`config.mk`:
```
export PLATFORM = sky130hd
export DESIGN_NAME = fp_alu_sequencer
export DESIGN_NICKNAME = d
export VERILOG_FILES = /design/src/rtl/fp_alu_sequencer_pkg.sv /design/src/rtl/fp_rsp_fifo.sv /design/src/rtl/fp_alu_sequencer.sv
export SDC_FILE = /design/constraint.sdc
export NUM_CORES = 1
export LEC_CHECK = 0
export BUFFER_PORTS_ARGS = -buffer_cell sky130_fd_sc_hd__clkbuf_2
export CORE_ASPECT_RATIO = 0.5
export CORE_MARGIN = 5
export CORE_UTILIZATION = 50
export DETAILED_ROUTE_END_ITERATION = 7
export GPL_TIMING_DRIVEN = 0
export HOLD_SLACK_MARGIN = 0.08
export PLACE_DENSITY = 0.78
export SLEW_MARGIN = 20
export SYNTH_ARGS = -nofsm -noshare
export SYNTH_HDL_FRONTEND = slang
export SYNTH_HIERARCHICAL = 1
export SYNTH_SLANG_ARGS = --single-unit
```
`constraint.sdc`:
```
create_clock -name clk -period 5 [get_ports clk]
set_input_delay 1.5 -clock clk [delete_from_list [all_inputs] [get_ports clk]]
set_output_delay 1.5 -clock clk [all_outputs]
set_load 0.01 [all_outputs]
```
`src/rtl/fp_alu_sequencer_pkg.sv`:
```
// Shared opcodes, FSM states, flag bit positions and response record
// for the FP ALU sequencer and its response buffer.
package fp_alu_sequencer_pkg;

  localparam logic [3:0] OP_ADD = 4'd0;
  localparam logic [3:0] OP_SUB = 4'd1;
  localparam logic [3:0] OP_MUL = 4'd2;
  localparam logic [3:0] OP_DIV = 4'd3;
  localparam logic [3:0] OP_NOP = 4'hF;

  typedef enum logic [1:0] {
    ST_IDLE    = 2'd0,
    ST_EXEC    = 2'd1,
    ST_ILLEGAL = 2'd2
  } state_e;

  localparam int FLAG_ILLEGAL = 3;
  localparam int FLAG_EXC     = 2;
  localparam int FLAG_OVF     = 1;
  localparam int FLAG_UNF     = 0;

  typedef struct packed {
    logic [31:0] result;
    logic [3:0]  flags;
    logic [3:0]  tag;
  } rsp_t;

  function automatic logic op_is_legal(input logic [3:0] op);
    return (op <= OP_DIV);
  endfunction

endpackage

```
`src/rtl/fp_rsp_fifo.sv`:
```
// Small response FIFO; head entry is presented combinationally, popped on pop_i.
module fp_rsp_fifo
  import fp_alu_sequencer_pkg::*;
#(
  parameter int DEPTH = 2
) (
  input  logic clk,
  input  logic rst_n,
  input  logic push_i,
  input  rsp_t data_i,
  input  logic pop_i,
  output logic full_o,
  output logic empty_o,
  output rsp_t head_o
);

  localparam int PW = (DEPTH > 1) ? $clog2(DEPTH) : 1;
  localparam int CW = $clog2(DEPTH + 1);

  rsp_t           mem_q [DEPTH];
  logic [PW-1:0]  wr_ptr_q;
  logic [PW-1:0]  rd_ptr_q;
  logic [CW-1:0]  count_q;
  logic           do_push;
  logic           do_pop;

  assign full_o  = (count_q == CW'(DEPTH));
  assign empty_o = (count_q == '0);
  assign do_push = push_i && !full_o;
  assign do_pop  = pop_i && !empty_o;
  assign head_o  = mem_q[rd_ptr_q];

  // Storage needs no reset: the head is only observed while non-empty.
  always_ff @(posedge clk) begin
    if (do_push) mem_q[wr_ptr_q] <= data_i;
  end

  always_ff @(posedge clk or negedge rst_n) begin
    if (!rst_n) begin
      wr_ptr_q <= '0;
      rd_ptr_q <= '0;
      count_q  <= '0;
    end else begin
      if (do_push) wr_ptr_q <= (wr_ptr_q == PW'(DEPTH - 1)) ? '0 : wr_ptr_q + PW'(1);
      if (do_pop)  rd_ptr_q <= (rd_ptr_q == PW'(DEPTH - 1)) ? '0 : rd_ptr_q + PW'(1);
      case ({do_push, do_pop})
        2'b10:   count_q <= count_q + CW'(1);
        2'b01:   count_q <= count_q - CW'(1);
        default: count_q <= count_q;
      endcase
    end
  end

endmodule

```
`src/rtl/fp_alu_sequencer.sv`:
```
// Issues one FP operation at a time to an external combinational ALU, waits a
// fixed settle time, then queues {result, flags, tag} for the response port.
module fp_alu_sequencer
  import fp_alu_sequencer_pkg::*;
#(
  parameter int SETTLE_CYCLES = 2,
  parameter int RSP_DEPTH     = 2
) (
  input  logic        clk,
  input  logic        rst_n,
  input  logic        cmd_valid,
  output logic        cmd_ready,
  input  logic [3:0]  cmd_op,
  input  logic [31:0] cmd_a,
  input  logic [31:0] cmd_b,
  input  logic [3:0]  cmd_tag,
  output logic [31:0] alu_a_operand,
  output logic [31:0] alu_b_operand,
  output logic [3:0]  alu_operation,
  input  logic [31:0] alu_result,
  input  logic        alu_exception,
  input  logic        alu_overflow,
  input  logic        alu_underflow,
  output logic        rsp_valid,
  input  logic        rsp_ready,
  output logic [31:0] rsp_result,
  output logic [3:0]  rsp_flags,
  output logic [3:0]  rsp_tag
);

  state_e      state_q, state_d;
  logic [3:0]  cnt_q, cnt_d;
  logic [3:0]  op_q, op_d;
  logic [31:0] a_q, a_d;
  logic [31:0] b_q, b_d;
  logic [3:0]  tag_q, tag_d;
  logic        rdy_en_q;
  logic        accept;
  logic        push;
  rsp_t        push_data;
  rsp_t        head;
  logic        fifo_full;
  logic        fifo_empty;
  logic [3:0]  exec_flags;
  logic        in_exec;

  // rdy_en_q holds cmd_ready low until the first edge after reset release.
  assign cmd_ready = rdy_en_q && (state_q == ST_IDLE) && !fifo_full;
  assign accept    = cmd_valid && cmd_ready;

  always_comb begin
    exec_flags               = '0;
    exec_flags[FLAG_EXC]     = alu_exception;
    exec_flags[FLAG_OVF]     = alu_overflow;
    exec_flags[FLAG_UNF]     = alu_underflow;
  end

  always_comb begin
    state_d   = state_q;
    cnt_d     = cnt_q;
    op_d      = op_q;
    a_d       = a_q;
    b_d       = b_q;
    tag_d     = tag_q;
    push      = 1'b0;
    push_data = '0;
    case (state_q)
      ST_IDLE: begin
        if (accept) begin
          op_d  = cmd_op;
          a_d   = cmd_a;
          b_d   = cmd_b;
          tag_d = cmd_tag;
          if (op_is_legal(cmd_op)) begin
            state_d = ST_EXEC;
            cnt_d   = 4'(SETTLE_CYCLES - 1);
          end else begin
            state_d = ST_ILLEGAL;
          end
        end
      end
      ST_EXEC: begin
        if (cnt_q == 4'd0) begin
          push      = 1'b1;
          push_data = '{result: alu_result, flags: exec_flags, tag: tag_q};
          state_d   = ST_IDLE;
        end else begin
          cnt_d = cnt_q - 4'd1;
        end
      end
      ST_ILLEGAL: begin
        push      = 1'b1;
        push_data = '{result: 32'h0, flags: 4'b1000, tag: tag_q};
        state_d   = ST_IDLE;
      end
      default: state_d = ST_IDLE;
    endcase
  end

  always_ff @(posedge clk or negedge rst_n) begin
    if (!rst_n) begin
      state_q  <= ST_IDLE;
      cnt_q    <= '0;
      op_q     <= OP_NOP;
      a_q      <= '0;
      b_q      <= '0;
      tag_q    <= '0;
      rdy_en_q <= 1'b0;
    end else begin
      state_q  <= state_d;
      cnt_q    <= cnt_d;
      op_q     <= op_d;
      a_q      <= a_d;
      b_q      <= b_d;
      tag_q    <= tag_d;
      rdy_en_q <= 1'b1;
    end
  end

  assign in_exec       = (state_q == ST_EXEC);
  assign alu_operation = in_exec ? op_q : OP_NOP;
  assign alu_a_operand = in_exec ? a_q : 32'h0;
  assign alu_b_operand = in_exec ? b_q : 32'h0;

  fp_rsp_fifo #(
    .DEPTH (RSP_DEPTH)
  ) u_rsp_fifo (
    .clk     (clk),
    .rst_n   (rst_n),
    .push_i  (push),
    .data_i  (push_data),
    .pop_i   (rsp_ready),
    .full_o  (fifo_full),
    .empty_o (fifo_empty),
    .head_o  (head)
  );

  assign rsp_valid  = !fifo_empty;
  assign rsp_result = rsp_valid ? head.result : 32'h0;
  assign rsp_flags  = rsp_valid ? head.flags : 4'h0;
  assign rsp_tag    = rsp_valid ? head.tag : 4'h0;

endmodule
```
==> out/results.ini <==
[power]
ir_worst_vdd_uv=260
p_leak_nw=4.33
power_density_nw_per_um2=551

[synthesis]
synth_top_area_share_pct=32.3
synth_compound_area_share_pct=1.40
postSynthCellCount=513
synth_warnings=6
avgSynthCellArea_um2=14.5
yosysMostFrequentCell=and2_1
ys.flop_type=edfxtp_1
synthDistinctLibCells=38
synth_fa_ha_area_share_pct=1.01
ys_seq_area_share_pct=60.3
synth_edf_count=80
yosys.area_share.simple_pct=14.1
synth_xor_area_share_pct=0.589
synth_mux_area_share_pct=18.9
synth_top_family_by_area=multiplexers
yosys_register_bits=163
netlist_area_um2=7440
synth.top_cells.by_area=edfxtp_1, dfrtp_1, mux2_2, and2_1, mux2_4
synthesis.nets=630
synth_common_cells=and2_1, edfxtp_1, dfrtp_1
yosysTopAreaCell=edfxtp_1
async_flop_share_pct=50.9

[drt]
postRouteAntennaNets=0
wire_per_inst_um=16.3
drt-initial-drc-count=185
via_per_inst=4.86
vias=4682
drc_errors=0
drt-total-wl_mm=15.7
drtPass1Iterations=4

[floorplanning]
dieWidth_um=183
initial_core_util_pct=51.3
dieArea_um2=17600
chipHeight_um=96.3
fp-row-count=31
io-pin-count=221
coreArea_um2=14500

[setup_path]
cpMaxStageDelayCell=dfrtp_1
crit_required_ns=3.50
cp_max_fo=10
arrival_ns=2.07
crit_path_start_kind=register
r2r_setup_slack_ns=2.19
r2r_start=cnt_q[0]
worstReg2RegEnd=u_rsp_fifo/mem_q[0][22]
cp.buffers_inverters=4
path_cells=inv_1 -> ha_1 -> buf_2 -> clkbuf_1 -> and2_1 -> clkbuf_2
rr_worst_depth=9
critPathKind=register to primary output
critical_path.max_stage_delay_ns=0.42
crit_path_end_kind=primary output
cp_top_family=buffers and inverters

[clock_network]
cts_setup_buffers=0
cts_max_level=4
insertion_delay_ns=0.42
cts.clk_slew.worst_paths_ns=0.07
cts_buffer_depth=2
cts_root_buf=clkbuf_16
cts_tree=yes
clock-sinks=163
ctsResizeCount=0
hold_buffers=0
cts_buffers=17

[timing]
rsz0062_at_grt=false
relSlewSlack_pct=56.3
period_share_pct=71.3
final-setup-viol-count=0
skew_ns=0.0107
finalWorstPathRequiredPeriod_ns=3.57
finalSetupTns_ns=0
maxSlewViolCount=0
finalHoldViolations=0
worst_pin_slew_ns=0.649
max_freq_ghz=0.280

[min_path]
hold_class=register to register
hold_depth=1
hp-start=b_q[2]
worstHoldEndpoint=b_q[2]

[final_layout]
drive_above_1_share_pct=50.8
final_util_pct=64.9
n_fill_cell=1131
nets=871
antenna_cells=0
areaGrowthSynthToFinish_pct=26.6

[global_route]
grt_pass1_vias=5060
grt_overflow=0
grt_max_degree=84
grt_pass1_wl_mm=24.8
antenna_found_initial=0
grtUsageTotal_pct=18.2

[run]
maxCapViolCount=0

[placement]
hpwl_mm=11.5
port_buffers=220
gp_congestion=0.785

[outcome]
status=completed

-- flip-flops by register name, summed over array words and instances (netlist names) --
signal	count
tag_q	4
op_q	4
u_rsp_fifo/rd_ptr_q	1
rdy_en_q	1
u_rsp_fifo/count_q	2
u_rsp_fifo/mem_q	80
cnt_q	4
a_q	32
state_q	2
u_rsp_fifo/wr_ptr_q	1
b_q	32
-- stage by stage --
stage                     std cells  setup slack [ns]  power [mW]  cell area [µm²]  hold WS, ns
after floorplan                 513              1.49        3.34             7440        0.461
after global placement          931             0.271        3.90             8790        0.475
after detailed placement        933              1.81        3.99             8850        0.485
after CTS                       964              1.35        5.26             9420        0.499
after global routing            964              1.20        5.51             9420        0.510
final                           964              1.43        5.19             9420        0.498
-- worst register-to-register path: cells and delay by family (launching register included) --
kind | cells | cell delay (ns)
compound gates | 1 | 0.23
fa+ha+maj | 1 | 0.20
buf+inv | 3 | 0.48
flops | 1 | 0.40
simple gates | 4 | 1.18
-- routing by layer --
metal  up-vias  wire, µm  track usage (%)
li1       2244         -                -
met1      2285      6390             21.1
met2       132      8060             32.1
met3        21      1020             5.51
met4         0       253             7.24
met5         -         0                0
-- how the worst max path moves through the flow --
stage | from | endpoint | slack (ns) | depth (start not counted)
6_report | state_q[1] | alu_a_operand[0] | 1.43 | 6
5_1_grt | state_q[1] | alu_a_operand[0] | 1.20 | 6
2_1_floorplan | cnt_q[0] | u_rsp_fifo/mem_q[0][0] | 1.49 | 8
3_3_place_gp | cnt_q[0] | u_rsp_fifo/mem_q[0][31] | 0.27 | 8
4_1_cts | state_q[1] | alu_a_operand[0] | 1.35 | 6
3_5_place_dp | state_q[1] | alu_a_operand[0] | 1.81 | 6
-- where the power goes --
group	internal, mW	total [mW]	switching, mW
logic	1.01	1.92	0.909
registers	1.83	2.01	0.176
clock network	0.699	1.26	0.558
-- layout make-up --
class	count	area (µm²)	share of cell area, %
Clock inverter	14	148	1.57
Clock buffer	17	425	4.52
Inverter	13	48.8	0.518
Multi-Input combinational cell	309	2690	28.6
Timing Repair Buffer	222	1150	12.2
Tap cell	198	248	2.63
Sequential cell	163	4480	47.6
Buffer	28	224	2.38
-- logic make-up (layout without fill, tap and decap cells) --
family,Yosys count,in the layout
and+or+nand+nor,171,171
other,1,1
adders and majority gates,6,6
xor gates and xnor gates,5,5
muxes,112,112
DFF,163,163
AOI/OAI and AO/OA,14,14
buffers and inverters,41,294
-- cell usage in the layout (no fill, tap or decap), types with 5 or more instances in the layout --
cell and n:
clkbuf_2 220, and2_1 99, edfxtp_1 80, dfrtp_1 79, mux2_2 73, nor2b_1 40, mux2_4 39, clkbuf_16 17
inv_1 13, clkbuf_1 13, nor2_1 9, nand2b_1 6, buf_6 6, ha_1 6, buf_12 6, inv_6 5
Power figures use the tool's default switching activity.
